**src/rtl/fb_pkg.sv**
```systemverilog
// Shared frame-buffer geometry, coordinate and address types, and the fill
// engine state encoding for the rectangle-fill write path.
package fb_pkg;

  localparam int unsigned FB_WIDTH      = 1024;
  localparam int unsigned FB_WIDTH_LOG2 = 10;
  localparam int unsigned FB_HEIGHT     = 768;
  localparam int unsigned ADDR_WIDTH    = 20;
  localparam int unsigned PIXEL_WIDTH   = 1;
  localparam int unsigned COORD_WIDTH   = 11;

  typedef logic [COORD_WIDTH-1:0] coord_t;
  typedef logic [ADDR_WIDTH-1:0]  addr_t;
  typedef logic [PIXEL_WIDTH-1:0] pixel_t;

  typedef enum logic [1:0] {
    IDLE,
    SETUP,
    FILL,
    DONE
  } fill_state_e;

  // First coordinate past the visible area on each axis, and the last visible one.
  localparam coord_t X_LIMIT = coord_t'(FB_WIDTH);
  localparam coord_t Y_LIMIT = coord_t'(FB_HEIGHT);
  localparam coord_t X_LAST  = coord_t'(FB_WIDTH - 1);
  localparam coord_t Y_LAST  = coord_t'(FB_HEIGHT - 1);

  // Start address of line y; FB_WIDTH is a power of two so this is a shift.
  function automatic addr_t row_base_of(input coord_t y);
    return {y[ADDR_WIDTH-FB_WIDTH_LOG2-1:0], {FB_WIDTH_LOG2{1'b0}}};
  endfunction

endpackage

```
**src/rtl/framebuffer_fill_engine_if.sv**
```systemverilog
// Command and frame-buffer write-port signals of the rectangle-fill engine.
// slave: the fill engine; master: the CPU command source plus the arbiter.
interface framebuffer_fill_engine_if;
  import fb_pkg::*;

  logic   cmd_valid;
  logic   cmd_ready;
  coord_t cmd_x0;
  coord_t cmd_y0;
  coord_t cmd_x1;
  coord_t cmd_y1;
  pixel_t cmd_color;
  logic   busy;
  logic   done;
  logic   fb_we;
  logic   fb_gnt;
  addr_t  fb_addr;
  pixel_t fb_din;

  modport master (
    output cmd_valid, cmd_x0, cmd_y0, cmd_x1, cmd_y1, cmd_color, fb_gnt,
    input  cmd_ready, busy, done, fb_we, fb_addr, fb_din
  );

  modport slave (
    input  cmd_valid, cmd_x0, cmd_y0, cmd_x1, cmd_y1, cmd_color, fb_gnt,
    output cmd_ready, busy, done, fb_we, fb_addr, fb_din
  );

endinterface

```
**src/rtl/fill_rect_normalize.sv**
```systemverilog
// Orders the two rectangle corners into left/right/top/bottom.
// With FB_FILL_CLIP_EN defined the far edges are clamped to the visible area
// and empty flags a rectangle lying wholly off-screen; otherwise empty is 0.
module fill_rect_normalize
  import fb_pkg::*;
(
  input  coord_t x0,
  input  coord_t y0,
  input  coord_t x1,
  input  coord_t y1,
  output coord_t xl,
  output coord_t xr,
  output coord_t yt,
  output coord_t yb,
  output logic   empty
);

  coord_t x_max;
  coord_t y_max;

  // Min/max of each axis, then the optional clamp against the screen edge.
  always_comb begin
    xl    = (x0 < x1) ? x0 : x1;
    x_max = (x0 < x1) ? x1 : x0;
    yt    = (y0 < y1) ? y0 : y1;
    y_max = (y0 < y1) ? y1 : y0;
`ifdef FB_FILL_CLIP_EN
    xr    = (x_max > X_LAST) ? X_LAST : x_max;
    yb    = (y_max > Y_LAST) ? Y_LAST : y_max;
    empty = (xl >= X_LIMIT) || (yt >= Y_LIMIT);
`else
    xr    = x_max;
    yb    = y_max;
    empty = 1'b0;
`endif
  end

endmodule

```
**src/rtl/framebuffer_fill_engine.sv**
```systemverilog
// Rectangle-fill writer for the frame buffer's arbitrated write port.
// Accepts one command (two corners plus a colour), then writes every covered
// pixel at most once per cycle, advancing only when the arbiter grants.
// Build option FB_FILL_CLIP_EN: clip the rectangle to the screen in SETUP.
// Without it the whole rectangle is walked and off-screen pixels are skipped
// (no write request, no wait for grant).
module framebuffer_fill_engine
  import fb_pkg::*;
(
  input  logic                       clk,
  input  logic                       rst,
  framebuffer_fill_engine_if.slave   bus
);

  fill_state_e state_q;
  fill_state_e state_d;

  // Latched command
  coord_t x0_q;
  coord_t y0_q;
  coord_t x1_q;
  coord_t y1_q;
  pixel_t color_q;

  // Normalised bounds captured in SETUP
  coord_t xl_q;
  coord_t xr_q;
  coord_t yb_q;

  // Walk position; addr_q always equals row_base_q + x_q
  coord_t x_q;
  coord_t y_q;
  addr_t  row_base_q;
  addr_t  addr_q;

  coord_t n_xl;
  coord_t n_xr;
  coord_t n_yt;
  coord_t n_yb;
  logic   n_empty;

  logic   pix_we;
  logic   advance;
  logic   last_pix;

  fill_rect_normalize u_normalize (
    .x0    (x0_q),
    .y0    (y0_q),
    .x1    (x1_q),
    .y1    (y1_q),
    .xl    (n_xl),
    .xr    (n_xr),
    .yt    (n_yt),
    .yb    (n_yb),
    .empty (n_empty)
  );

  // Write request and step condition for the current pixel.
  always_comb begin
`ifdef FB_FILL_CLIP_EN
    pix_we   = (state_q == FILL);
`else
    pix_we   = (state_q == FILL) && (x_q < X_LIMIT) && (y_q < Y_LIMIT);
`endif
    // Off-screen pixels (pix_we low while filling) step without a grant.
    advance  = (state_q == FILL) && (!pix_we || bus.fb_gnt);
    last_pix = (x_q == xr_q) && (y_q == yb_q);
  end

  // State register.
  always_ff @(posedge clk) begin
    if (rst) begin
      state_q <= IDLE;
    end else begin
      state_q <= state_d;
    end
  end

  // Next-state logic and status outputs.
  always_comb begin
    state_d       = state_q;
    bus.cmd_ready = 1'b0;
    bus.busy      = 1'b1;
    bus.done      = 1'b0;
    unique case (state_q)
      IDLE: begin
        bus.cmd_ready = 1'b1;
        bus.busy      = 1'b0;
        if (bus.cmd_valid) begin
          state_d = SETUP;
        end
      end
      SETUP: begin
        state_d = n_empty ? DONE : FILL;
      end
      FILL: begin
        if (advance && last_pix) begin
          state_d = DONE;
        end
      end
      DONE: begin
        bus.done = 1'b1;
        state_d  = IDLE;
      end
      default: begin
        state_d = IDLE;
      end
    endcase
  end

  assign bus.fb_we   = pix_we;
  assign bus.fb_addr = addr_q;
  assign bus.fb_din  = color_q;

  // Command latch, bound capture and raster walk; row_base steps by FB_WIDTH
  // per line so no multiplier is needed.
  always_ff @(posedge clk) begin
    if (rst) begin
      x0_q       <= '0;
      y0_q       <= '0;
      x1_q       <= '0;
      y1_q       <= '0;
      color_q    <= '0;
      xl_q       <= '0;
      xr_q       <= '0;
      yb_q       <= '0;
      x_q        <= '0;
      y_q        <= '0;
      row_base_q <= '0;
      addr_q     <= '0;
    end else begin
      unique case (state_q)
        IDLE: begin
          if (bus.cmd_valid) begin
            x0_q    <= bus.cmd_x0;
            y0_q    <= bus.cmd_y0;
            x1_q    <= bus.cmd_x1;
            y1_q    <= bus.cmd_y1;
            color_q <= bus.cmd_color;
          end
        end
        SETUP: begin
          xl_q       <= n_xl;
          xr_q       <= n_xr;
          yb_q       <= n_yb;
          x_q        <= n_xl;
          y_q        <= n_yt;
          row_base_q <= row_base_of(n_yt);
          addr_q     <= row_base_of(n_yt) + addr_t'(n_xl);
        end
        FILL: begin
          // The final pixel leaves the walk registers where they are.
          if (advance && !last_pix) begin
            if (x_q < xr_q) begin
              x_q    <= x_q + 1'b1;
              addr_q <= addr_q + 1'b1;
            end else begin
              x_q        <= xl_q;
              y_q        <= y_q + 1'b1;
              row_base_q <= row_base_q + addr_t'(FB_WIDTH);
              addr_q     <= row_base_q + addr_t'(FB_WIDTH) + addr_t'(xl_q);
            end
          end
        end
        DONE: begin
        end
        default: begin
        end
      endcase
    end
  end

endmodule
```
**src/flat_wrapper.sv**
```systemverilog
// flat-port wrapper written by rule: the top's interface ports become plain ports
module framebuffer_fill_engine_flat import fb_pkg::*;
  (clk, rst, bus_cmd_valid, bus_cmd_x0, bus_cmd_y0, bus_cmd_x1, bus_cmd_y1, bus_cmd_color, bus_fb_gnt, bus_cmd_ready, bus_busy, bus_done, bus_fb_we, bus_fb_addr, bus_fb_din);
  framebuffer_fill_engine_if bus_i ();
  input  logic clk;
  input  logic rst;
  input wire logic [$bits(bus_i.cmd_valid)-1:0] bus_cmd_valid;
  input wire logic [$bits(bus_i.cmd_x0)-1:0] bus_cmd_x0;
  input wire logic [$bits(bus_i.cmd_y0)-1:0] bus_cmd_y0;
  input wire logic [$bits(bus_i.cmd_x1)-1:0] bus_cmd_x1;
  input wire logic [$bits(bus_i.cmd_y1)-1:0] bus_cmd_y1;
  input wire logic [$bits(bus_i.cmd_color)-1:0] bus_cmd_color;
  input wire logic [$bits(bus_i.fb_gnt)-1:0] bus_fb_gnt;
  output wire logic [$bits(bus_i.cmd_ready)-1:0] bus_cmd_ready;
  output wire logic [$bits(bus_i.busy)-1:0] bus_busy;
  output wire logic [$bits(bus_i.done)-1:0] bus_done;
  output wire logic [$bits(bus_i.fb_we)-1:0] bus_fb_we;
  output wire logic [$bits(bus_i.fb_addr)-1:0] bus_fb_addr;
  output wire logic [$bits(bus_i.fb_din)-1:0] bus_fb_din;
  assign bus_i.cmd_valid = bus_cmd_valid;
  assign bus_i.cmd_x0 = bus_cmd_x0;
  assign bus_i.cmd_y0 = bus_cmd_y0;
  assign bus_i.cmd_x1 = bus_cmd_x1;
  assign bus_i.cmd_y1 = bus_cmd_y1;
  assign bus_i.cmd_color = bus_cmd_color;
  assign bus_i.fb_gnt = bus_fb_gnt;
  assign bus_cmd_ready = bus_i.cmd_ready;
  assign bus_busy = bus_i.busy;
  assign bus_done = bus_i.done;
  assign bus_fb_we = bus_i.fb_we;
  assign bus_fb_addr = bus_i.fb_addr;
  assign bus_fb_din = bus_i.fb_din;
  framebuffer_fill_engine u_core (.clk(clk), .rst(rst), .bus(bus_i));
endmodule
```
**config.mk**
```make
export PLATFORM = sky130hd
export DESIGN_NAME = framebuffer_fill_engine_flat
export DESIGN_NICKNAME = d
export VERILOG_FILES = /design/src/rtl/fb_pkg.sv /design/src/rtl/framebuffer_fill_engine_if.sv /design/src/rtl/fill_rect_normalize.sv /design/src/rtl/framebuffer_fill_engine.sv /design/src/flat_wrapper.sv
export SDC_FILE = /design/constraint.sdc
export NUM_CORES = 1
export LEC_CHECK = 0
export CAP_MARGIN = 15
export CORE_MARGIN = 8
export CORE_UTILIZATION = 47
export DETAILED_ROUTE_END_ITERATION = 10
export PLACE_DENSITY = 0.64
export SLEW_MARGIN = 30
export SYNTH_ARGS = -nofsm -noshare
export SYNTH_HDL_FRONTEND = slang
export SYNTH_SLANG_ARGS = --single-unit
```
**constraint.sdc**
```tcl
create_clock -name clk -period 7.1 [get_ports clk]
set_clock_uncertainty 0.05 [all_clocks]
set_input_delay 0.71 -clock clk [delete_from_list [all_inputs] [get_ports clk]]
set_output_delay 0.71 -clock clk [all_outputs]
set_load 0.01 [all_outputs]
```
# [After elaboration in Yosys (flattened, before gate mapping)]
# Cells that the tools add are included.
[word_totals] regBits=142 out_inout_bits=25 elab_cells=70
[op_classes] add_sub_neg=6 n_lt_le_gt_ge=5 eq_ne=9 mux=22 reduce_logical=15
[ops] cell="11-bit two-way mux" count=8
[ops] cell="20-bit two-way mux" count=4
[ops] cell="20-bit one-hot mux with 2 select lines" count=2
[ops] cell="11-bit one-hot mux with 2 select lines" count=2
[ops] cell="20-bit by 11-bit adder with 20-bit output" count=2
[ops] cell="11-bit less-than comparator" count=3
[ops] cell="11-bit by 1-bit adder with 11-bit output, second input constant" count=2
[ops] cell="11-bit == test" count=2
[ops] cell="20-bit by 1-bit adder with 20-bit output, second input constant" count=1
[ops] cell="20-bit by 11-bit adder with 20-bit output, second input constant" count=1
[ops] cell="11-bit by 10-bit less-than comparator with 1-bit output, second input constant" count=1
[ops] cell="11-bit less-than comparator, second input constant" count=1
[ops] cell="2-bit inequality test, second input constant" count=4
[ops] cell="2-bit one-hot mux with 4 select lines" count=1
[ops] cell="1-bit logical AND" count=6
[ops] cell="2-bit AND reduction" count=3
[ops] cell="2-bit == test, second input constant" count=2
[ops] cell="2-bit two-way mux" count=2
[ops] cell="1-bit two-way mux" count=3
[ops] cell="3-bit AND reduction" count=1
[ops] cell="2-bit by 1-bit == test with 1-bit output, second input constant" count=1
[ops] cell="1-bit logical NOT" count=2
[ops] cell="2-bit logical NOT" count=1
[ops] cell="2-bit nonzero test" count=1
[ops] cell="1-bit logical OR" count=1

# [Depth between registers and ports, before layout]
# Gate-level depths: netlist of the first run.
[logic_depth] word_depth=9 ltp_mapped=17 ltp_nobuf=16

# [Cells and area by module]
# Synthesis of the first run repeated with hierarchy kept, for this count alone.
[unflattened] cells_unflattened=982 hier_area_um2=8057.7
[modules_own_cells] mod="framebuffer_fill_engine" instances=1 cells_per_inst=860 area_each_um2=6805.3
[modules_own_cells] mod="fill_rect_normalize" instances=1 cells_per_inst=122 area_each_um2=1252.5

# [Worst setup path before layout of the first run]
# No wires, ideal clock.
[synth_timing] path_type="flip-flop to flip-flop" from="reg u_core.x1_q[8]" to="reg u_core.addr_q[18], in the netlist u_core.bus.fb_addr[18]" setup_ns=0.088 arrival_time_ns=3.381 t_required_ns=6.962 setup_slack_ns=3.581 stages_incl_launch_ff=16 period_less_slack_ns=3.519 path_cell_list="dfxtp_1 > inv_1 > ha_1 > or3_1 > a211oi_1 > o21ai_1 > clkbuf_1 > a21boi_0 > or2_2 > ha_1 > ha_1 > nand2_1 > or4_4 > and2_1 > o311a_1 > a311oi_2"
[synth_via] elab_chain_len=4
[synth_rtl] item="from (decl)" line_no="framebuffer_fill_engine.sv:21" text="coord_t x1_q;"
[synth_rtl] item="from (signal assigned)" line_no="framebuffer_fill_engine.sv:137" text="x1_q <= bus.cmd_x1;"
[synth_rtl] item="11-bit less-than comparator" line_no="fill_rect_normalize.sv:23" text="xl = (x0 < x1) ? x0 : x1;"
[synth_rtl] item="11-bit two-way mux" line_no="fill_rect_normalize.sv:23"
[synth_rtl] item="named net u_core.n_xl[10]" line_no="framebuffer_fill_engine.sv:36" text="coord_t n_xl;"
[synth_rtl] item="20-bit by 11-bit adder with 20-bit output" line_no="framebuffer_fill_engine.sv:149" text="addr_q <= row_base_of(n_yt) + addr_t'(n_xl);"
[synth_rtl] item="20-bit one-hot mux with 2 select lines" line_no="framebuffer_fill_engine.sv:132" text="unique case (state_q)"
[synth_rtl] item="to (signal assigned)" line_no="framebuffer_fill_engine.sv:149"
[synth_rtl] item="to (signal assigned)" line_no="framebuffer_fill_engine.sv:156" text="addr_q <= addr_q + 1'b1;"
[synth_rtl] item="to (signal assigned)" line_no="framebuffer_fill_engine.sv:161" text="addr_q <= row_base_q + addr_t'(FB_WIDTH) + addr_t'(xl_q);"
[synth_rtl] item="to (decl)" line_no="framebuffer_fill_engine.sv:34" text="addr_t addr_q;"
# The timed path passes the listed nets, and every way through them passes these cells.
# A chain may end at the register's enable or synchronous reset.

# [Worst setup path after layout of the first run]
[layout_timing] from="reg u_core.y1_q[8]" to="reg u_core.addr_q[18], in the netlist u_core.bus.fb_addr[18]"
[layout_via] elab_chain_len=4
[layout_rtl] item="from (decl)" line_no="framebuffer_fill_engine.sv:22" text="coord_t y1_q;"
[layout_rtl] item="from (signal assigned)" line_no="framebuffer_fill_engine.sv:138" text="y1_q <= bus.cmd_y1;"
[layout_rtl] item="11-bit less-than comparator" line_no="fill_rect_normalize.sv:25" text="yt = (y0 < y1) ? y0 : y1;"
[layout_rtl] item="11-bit two-way mux *" line_no="fill_rect_normalize.sv:25"
[layout_rtl] item="20-bit by 11-bit adder with 20-bit output *" line_no="framebuffer_fill_engine.sv:149"
[layout_rtl] item="20-bit one-hot mux with 2 select lines *" line_no="framebuffer_fill_engine.sv:132"
# Every way passes the cells marked *; elsewhere a longest branch is shown, timed or not.

==> flow_summary.ini, run 1 <==
[status]
status = complete, no violations

[floorplanning]
core-area_sq_um = 17300
pin_count = 74
die-area_sq_um = 22200
dieWidth_um = 149
initial_core_util_pct = 48.0
fp.dieH_um = 149
rows = 48

[worst_setup_path]
r2r-start = u_core.y1_q[8]
cp-end-kind = register
crit_arrival_ns = 4.80
r2r_cells = 13
ff2ff_setup_slack_ns = 2.58
startpoint = u_core.y1_q[8]
reg2reg_to = u_core.bus.fb_addr[18]
crit_path_end = u_core.bus.fb_addr[18]
critical_path_required_ns = 7.39
critPathMaxFanout = 32
critPathLaunchType = register
critPathKind = register to register

[synth]
async_flop_share_pct = 0
ys_types = 65
synthFlopType = dfxtp_1
synth.net_count = 1209
ys_seq_area_share_pct = 31.8
synth_area_per_cell_sq_um = 7.43
syn_inst = 1117
syn_area_sq_um = 8300
yosysWarnings = 0
synth_edf_count = 0
synth-seq-cells = 132

[global_routing]
grt_overflow = 0
grt_pass1_vias = 7281
antenna_found_initial = 0
grt_usage_pct = 21.6
grt_pass1_wl_um = 38800
grt_max_degree = 75

[cts]
cts_sinks = 132
clk_pin_slew_worst_paths_ns = 0.06
numCtsBuffers = 17
clk_latency_ns = 0.43
holdBufCountCts = 0
root_buffer = clkbuf_16
ctsResizeCount = 0
cts_max_level = 4
cts_buffer_depth = 2
cts_setup_buffers = 0
cts_tree = built

[pwr]
p_leak_nw = 3.41
power_density_nw_per_um2 = 478
ir_worst_vdd_uv = 334
total_power_mw = 4.65

[place]
dpl.hpwl_um = 16900
io_buffers = 73
place_ws_ns = 2.71
post-place-cells = 1351
gp_congestion = 0.908

[cells_and_area]
nets = 1237
nFillCells = 1715
seq_area_sq_um = 2640
drive_gt1_share_pct = 5.27
areaGrowthSynthToFinish_pct = 17.2
instances_no_fill = 1383
multi_input_area_sq_um = 5170
n_antenna_cell = 0

[sta]
finalSetupViolCount = 0
slew_violations = 0
slew_headroom_pct = 33.6
fin_crit_sh_pct = 63.6
setup_ws_ns = 2.58
fmax_ghz = 0.221
grt_setup_unrepaired = false
worstMarginPinSlew_ns = 0.992
fin_setup_tns_ns = 0
finalCriticalPeriod_ns = 4.52
hold_violations = 0

[detailed_routing]
drc = 0
first_iter_violations = 786
firstDrtPassIters = 5
vias_per_cell = 5.80
ant_nets = 0
routedWlPerCell_um = 17.3
wl_um = 23900
detailroute.via_count = 8018

[hold_path]
hold_path_class = register to register

[flow_run]
max-cap-violations = 0
cell families after synthesis:
logic type / after synthesis / synth area share [%]
buffers and inverters: 123 / 6.12
flip-flops: 132 / 31.8
adder cells (fa/ha/maj): 43 / 6.48
AO/OA/AOI/OAI: 345 / 25.7
other: 1 / 0.0452
XOR/XNOR: 63 / 6.65
multiplexers: 10 / 1.27
AND/OR/NAND/NOR: 400 / 21.9
layer usage:
layer	share of wire (%)	up-vias	GRT usage, %
li1	-	4023	-
met1	50	3640	32.2
met2	41	330	30.1
met3	8.2	25	5.31
met4	1.2	0	5.25
met5	0	-	0
Yosys cell counts (7+ instances only):
cell,number,area share [%]
a31oi_1,10,0.75
nand2_1,160,7.2
inv_1,49,2.2
a211oi_1,32,2.9
a21oi_1,131,7.9
clkbuf_1,59,2.7
o211ai_1,22,2.0
xor2_1,17,1.8
o21ai_0,72,4.3
a311oi_1,20,2.1
ha_1,43,6.5
nand3_1,39,2.4
nor2_1,104,4.7
nand4_1,12,0.90
or3_1,7,0.53
xnor2_1,46,4.9
and3_1,14,1.1
nor3_1,18,1.1
dfxtp_1,132,32
nand2b_1,12,0.90
where the power goes:
group	switching, mW	internal (mW)	total (mW)
Sequential	0.247	0.964	1.21
Combinational	1.60	0.862	2.46
Clock	0.352	0.632	0.983
layout make-up:
type	instances	share of cell area, %
inverter	49	1.89
sequential	132	27.2
clock inverter	13	2.12
timing repair buffer	83	8.26
clock buffer	19	4.55
tap	225	2.89
multi-input combinational	862	53.1
flip-flops by register name, summed over array words and instances, names as in the netlist:
signal / flops
u_core.bus.fb_addr: 20
u_core.x0_q: 11
u_core.x1_q: 11
u_core.x_q: 11
u_core.xl_q: 11
u_core.xr_q: 11
u_core.y0_q: 11
u_core.y1_q: 11
u_core.y_q: 11
u_core.yb_q: 11
u_core.row_base_q: 10
u_core.state_q: 2
u_core.bus.fb_din: 1
worst min-delay path by stage:
stage | from | to | slack, ns | cells past startpoint
after floorplan | u_core.x1_q[10] | u_core.x1_q[10] | 0.39 | 2
after detailed placement | u_core.x1_q[6] | u_core.x1_q[6] | 0.40 | 2
after CTS | u_core.x1_q[6] | u_core.x1_q[6] | 0.41 | 2
after global placement | u_core.x1_q[1] | u_core.x1_q[1] | 0.40 | 2
final | u_core.x1_q[6] | u_core.x1_q[6] | 0.41 | 2
after global routing | u_core.x1_q[6] | u_core.x1_q[6] | 0.42 | 2
cell usage in the layout (no fill, tap or decap), types with 6 or more instances in the layout:
| cell type | count |
|---|---|
| a211oi_1 | 32 |
| nand4_1 | 12 |
| a21o_1 | 6 |
| nand3_1 | 39 |
| o211ai_1 | 22 |
| and2_1 | 6 |
| dfxtp_1 | 132 |
| and3_1 | 14 |
| inv_1 | 49 |
| nand2b_1 | 12 |
| clkdlybuf4s50_1 | 72 |
| o21a_1 | 6 |
| xor2_1 | 17 |
| buf_4 | 11 |
| nand2_1 | 159 |
| a221oi_1 | 6 |
| a31oi_1 | 10 |
| o21ai_0 | 72 |
| mux2i_1 | 6 |
| clkbuf_16 | 17 |
| nor3_1 | 18 |
| nor4_1 | 6 |
| a21boi_0 | 6 |
| nor2_1 | 103 |
| a21oi_1 | 131 |
| ha_1 | 41 |
| xnor2_1 | 46 |
| or3_1 | 7 |
| a311oi_1 | 20 |
metrics by stage:
stage	cell area, sq um	utilization [%]	hold WS, ns
floorplan	8300	-	0.386
global placement	9070	52.4	0.395
detailed placement	9070	52.5	0.399
CTS	9720	56.2	0.407
global route	9730	56.3	0.420
finish	9730	56.3	0.408
worst max-delay path, stage by stage, from the launching register on:
cell and delay, ns:
dfxtp_1 0.36, inv_1 0.09, ha_1 0.29, a21oi_1 0.21, o21ai_0 0.14, a31oi_1 0.75, nand2_2 0.61, mux2_2 0.43
ha_1 0.26, nand2_1 0.07, or4_4 0.43, and2_1 0.16, o311a_1 0.34, a311oi_2 0.23
(Power assumes the default switching activity.)
==> inputs of run 2 (changes only) <==
--- a/config.mk
+++ b/config.mk
@@ -9,7 +9,7 @@
 export CORE_MARGIN = 8
 export CORE_UTILIZATION = 47
 export DETAILED_ROUTE_END_ITERATION = 10
-export PLACE_DENSITY = 0.64
+export PLACE_DENSITY = 0.67
 export SLEW_MARGIN = 30
 export SYNTH_ARGS = -nofsm -noshare
 export SYNTH_HDL_FRONTEND = slang
==> constraint.sdc (replaced) <==
create_clock -name clk -period 3.71 [get_ports clk]
set_clock_uncertainty 0.05 [all_clocks]
set_input_delay 0.371 -clock clk [delete_from_list [all_inputs] [get_ports clk]]
set_output_delay 0.371 -clock clk [all_outputs]
set_load 0.01 [all_outputs]
==> flow_summary.ini, run 2 (synthesized netlist as in run 1, its figures left out) <==
[status]
status = complete, no violations

[cells_and_area]
areaGrowthSynthToFinish_pct = 19.2
n_antenna_cell = 0
drive_gt1_share_pct = 7.61
nFillCells = 1672
instances_no_fill = 1408
final_cell_mix = 160 x nand2_1, 132 x dfxtp_1, 131 x a21oi_1, 103 x nor2_1, 72 x clkdlybuf4s50_1
layout.cells.most_common = nand2_1
stdcell_area_sq_um = 9900
largest_register_ffs = 20
nets = 1263

[pwr]
p_leak_nw = 3.52
total_power_mw = 8.95
ir_worst_vdd_uv = 556
power_density_nw_per_um2 = 904

[worst_setup_path]
path_delay_family = simple AND/OR/NAND/NOR gates
startpoint = u_core.x1_q[9]
crit_chain = inv_1, ha_1, or3_1, a211oi_2, o21ai_1, a21boi_0, or2_2, ha_2, ha_4, nand2_1, or4_4, and2_1, o311a_1, a311oi_2
max_stage_delay_ns = 0.42
cp-end-kind = register
critPathMaxFanout = 6
crit_arrival_ns = 3.78
critical_path_required_ns = 4.00
critical_path_buf_inv_count = 1
critPathKind = register to register
r2r-start = u_core.x1_q[9]
critPathLaunchType = register
crit_slowest_cell = or4_4

[floorplanning]
die-area_sq_um = 22200
rows = 48
dieWidth_um = 149
pin_count = 74
initial_core_util_pct = 48.0
core-area_sq_um = 17300
fp.dieH_um = 149

[cts]
holdBufCountCts = 0
cts_sinks = 132
root_buffer = clkbuf_16
cts_tree = built
clk_pin_slew_worst_paths_ns = 0.06
cts_max_level = 4
ctsResizeCount = 0
cts_setup_buffers = 0
cts_buffer_depth = 2
clk_latency_ns = 0.43
numCtsBuffers = 17

[place]
dpl.hpwl_um = 17300
gp_congestion = 0.900
io_buffers = 73
placed_area_sq_um = 9270
post-place-cells = 1377

[detailed_routing]
routedWlPerCell_um = 17.0
ant_nets = 0
firstDrtPassIters = 5
detailroute.via_count = 8031
first_iter_violations = 799
drc = 0
wl_um = 23900
vias_per_cell = 5.70

[sta]
hold_violations = 0
grt_setup_unrepaired = false
finalSetupViolCount = 0
worstMarginPinSlew_ns = 0.953
fmax_ghz = 0.287
fin_crit_sh_pct = 93.9
slew_violations = 0
finalCriticalPeriod_ns = 3.48
slew_headroom_pct = 36.4
worst_hold_slack_ns = 0.406
fin_setup_tns_ns = 0

[flow_run]
max-cap-violations = 0

[global_routing]
top_usage_layer = met1
antenna_found_initial = 0
grt_use_met2_pct = 30.5
use_met3_pct = 5.01
grt_max_degree = 96
grt_pass1_wl_um = 39300
grt_util_met1_pct = 32.8
grt_usage_pct = 21.9
grt_overflow = 0
grt_pass1_vias = 7429

[hold_path]
hold_path_class = register to register
hold_start = u_core.x1_q[1]
run 2: cell count changes in the layout (fill, tap and decap cells not counted), sizes merged:
cell and change:
bufinv -3, clkbuf +4, buf +26, clkinv -2
run 2: routing by layer:
metal	vias up	share of wire, %
met5	-	0
met4	0	1.0
met3	24	8.1
met2	324	41
met1	3613	50
li1	4070	-
run 2: metrics by stage:
step                      utilization [%]  setup WS (ns)
final                                57.2          0.225
after global routing                 57.2        0.00351
after CTS                            57.0         0.0185
after detailed placement             53.6         0.0263
after global placement               53.6          0.145
after floorplan                         -          0.191
run 2: layout make-up:
cell class	count	area, sq um	area share [%]
clock inverter	8	98.8	0.999
multi-input combinational	862	5190	52.4
sequential	132	2640	26.7
tap	225	282	2.84
inverter	49	184	1.86
clock buffer	23	498	5.03
timing repair buffer	109	1000	10.1
run 2: worst min-delay path: stages, from the launching register on:
cell and delay, ns:
dfxtp_1 0.31, nand2_1 0.05, a21oi_1 0.05
run 2: where the power goes:
| group | total, mW | internal [mW] | leakage (nW) | switching, mW |
|---|---|---|---|---|
| logic | 4.94 | 1.84 | 2.14 | 3.10 |
| clock network | 1.70 | 1.07 | 0.291 | 0.631 |
| registers | 2.31 | 1.84 | 1.08 | 0.465 |
run 2: worst paths after layout:
path                            endpoint  slack, ns  depth (start not counted)
setup / recovery  u_core.bus.fb_addr[18]       0.23                         14
hold / removal            u_core.x1_q[1]       0.41                          2
setup reg to reg  u_core.bus.fb_addr[18]       0.23                         14
hold reg to reg           u_core.x1_q[1]       0.41                          2
==> inputs of run 3 (changes only) <==
--- a/config.mk
+++ b/config.mk
@@ -7,9 +7,10 @@
 export LEC_CHECK = 0
 export CAP_MARGIN = 15
 export CORE_MARGIN = 8
-export CORE_UTILIZATION = 47
+export CORE_UTILIZATION = 53
+export CTS_CLUSTER_DIAMETER = 80
 export DETAILED_ROUTE_END_ITERATION = 10
-export PLACE_DENSITY = 0.67
+export PLACE_DENSITY = 0.74
 export SLEW_MARGIN = 30
 export SYNTH_ARGS = -nofsm -noshare
 export SYNTH_HDL_FRONTEND = slang
==> flow_summary.ini, run 3 (synthesized netlist as in run 1, its figures left out) <==
[status]
status = complete, no violations

[worst_setup_path]
critical_path_buf_inv_count = 1
critical_path_required_ns = 3.99
path_delay_family = compound AO/OA/AOI/OAI gates
cp-end-kind = register
critPathMaxFanout = 6
critPathLaunchType = register
max_stage_delay_ns = 0.42
critPathKind = register to register
crit_top_cell = ha_1
crit_chain = inv_1, ha_1, or3_1, a211oi_2, o21ai_1, a21boi_2, or2_2, ha_1, ha_2, nand2_1, or4_4, and2_1, o311a_1, a311oi_2
crit_slowest_cell = or4_4
crit_arrival_ns = 3.74

[cells_and_area]
areaGrowthSynthToFinish_pct = 18.6
n_antenna_cell = 0
layout.cells.most_common = nand2_1
final_cell_mix = 160 x nand2_1, 132 x dfxtp_1, 131 x a21oi_1, 103 x nor2_1, 72 x clkdlybuf4s50_1
largest_register_ffs = 20
drive_gt1_share_pct = 7.54
stdcell_area_sq_um = 9840
nets = 1259

[global_routing]
grt_overflow = 0
grt_max_degree = 106
grt_usage_pct = 23.5
grt_pass1_wl_um = 38200
antenna_found_initial = 0
grt_pass1_vias = 7378

[cts]
cts_sinks = 132
holdBufCountCts = 0
cts_tree = built
root_buffer = clkbuf_16
cts_buffer_depth = 2
clk_latency_ns = 0.42
numCtsBuffers = 17
cts_max_level = 4
clk_pin_slew_worst_paths_ns = 0.06

[hold_path]
hold_path_class = register to register

[pwr]
ir_worst_vdd_uv = 645
p_leak_nw = 3.49
total_power_mw = 8.87
power_density_nw_per_um2 = 901

[sta]
finalCriticalPeriod_ns = 3.46
slew_violations = 0
finalSetupViolCount = 0
slew_headroom_pct = 37.0
worst_hold_slack_ns = 0.409
grt_setup_unrepaired = true
fmax_ghz = 0.289
worstMarginPinSlew_ns = 0.941
fin_crit_sh_pct = 93.3
hold_violations = 0

[floorplanning]
rows = 45
dieWidth_um = 141
die-area_sq_um = 19900
pin_count = 74
fp.dieH_um = 141
core-area_sq_um = 15300
initial_core_util_pct = 54.4

[detailed_routing]
wl_um = 23300
firstDrtPassIters = 5
routedWlPerCell_um = 16.7
vias_per_cell = 5.84
ant_nets = 0
drc = 0
detailroute.via_count = 8121
first_iter_violations = 1076

[place]
dpl.hpwl_um = 16700
io_buffers = 73
placed_area_sq_um = 9220
gp_congestion = 0.945

[flow_run]
max-cap-violations = 0
-- run 3: cell count changes in the layout (fill, tap and decap cells not counted), sizes merged --
cell      before  now
buf           37   33
clkbuf        23   20
clkinv         4    6
clkinvlp       2    3
inv           49   50
-- run 3: worst min-delay path: cells and delay by family (launching register included) --
family	cells	cell delay (ns)
AOI/OAI and AO/OA	1	0.05
DFF	1	0.31
and+or+nand+nor	1	0.05
-- run 3: final cells by class --
| class | count | area, sq um |
|---|---|---|
| clock buffers | 20 | 467 |
| clock inverters | 12 | 129 |
| fillers | 1372 | 5420 |
| inverters | 49 | 184 |
| multi-input cells | 862 | 5180 |
| flip-flops and latches | 132 | 2640 |
| well taps | 211 | 264 |
| repair buffers | 105 | 972 |
-- run 3: worst paths after layout --
kind | from | end | slack [ns] | cells after the start
worst max-delay path | u_core.x1_q[8] | u_core.bus.fb_addr[18] | 0.25 | 14
worst min-delay path | u_core.x1_q[10] | u_core.x1_q[10] | 0.41 | 2
worst max register to register | u_core.x1_q[8] | u_core.bus.fb_addr[18] | 0.25 | 14
worst min register to register | u_core.x1_q[10] | u_core.x1_q[10] | 0.41 | 2
-- run 3: routing by layer --
| metal | routed length [um] | global-route usage [%] | vias up | part of all wire [%] |
|---|---|---|---|---|
| met2 | 9600 | 34.2 | 316 | 41 |
| met4 | 261 | 6.73 | 0 | 1.1 |
| met5 | 0 | 0 | - | 0 |
| met3 | 1790 | 4.42 | 24 | 7.7 |
| met1 | 11600 | 34.3 | 3711 | 50 |
| li1 | - | - | 4070 | - |
-- run 3: what timing repair did --
item / in CTS / in global routing
setup buffers: 0 / 1
resized for setup: 0 / 8
setup endpoints to repair: 0 / 5
-- run 3: per-stage QoR --
step | util [%] | setup TNS (ns) | setup slack [ns] | std cells
final | 64.5 | 0 | 0.250 | 1391
after global routing | 64.5 | -0.0630 | -0.0630 | 1391
after CTS | 64.3 | 0 | 0.0242 | 1390
after detailed placement | 60.4 | 0 | 0.0305 | 1358
after global placement | 60.4 | 0 | 0.151 | 1358
after floorplan | - | 0 | 0.191 | 1117
-- run 3: where the power goes --
part / total [mW] / internal (mW) / switching (mW)
registers: 2.31 / 1.84 / 0.464
clock network: 1.70 / 1.04 / 0.656
logic: 4.86 / 1.81 / 3.05
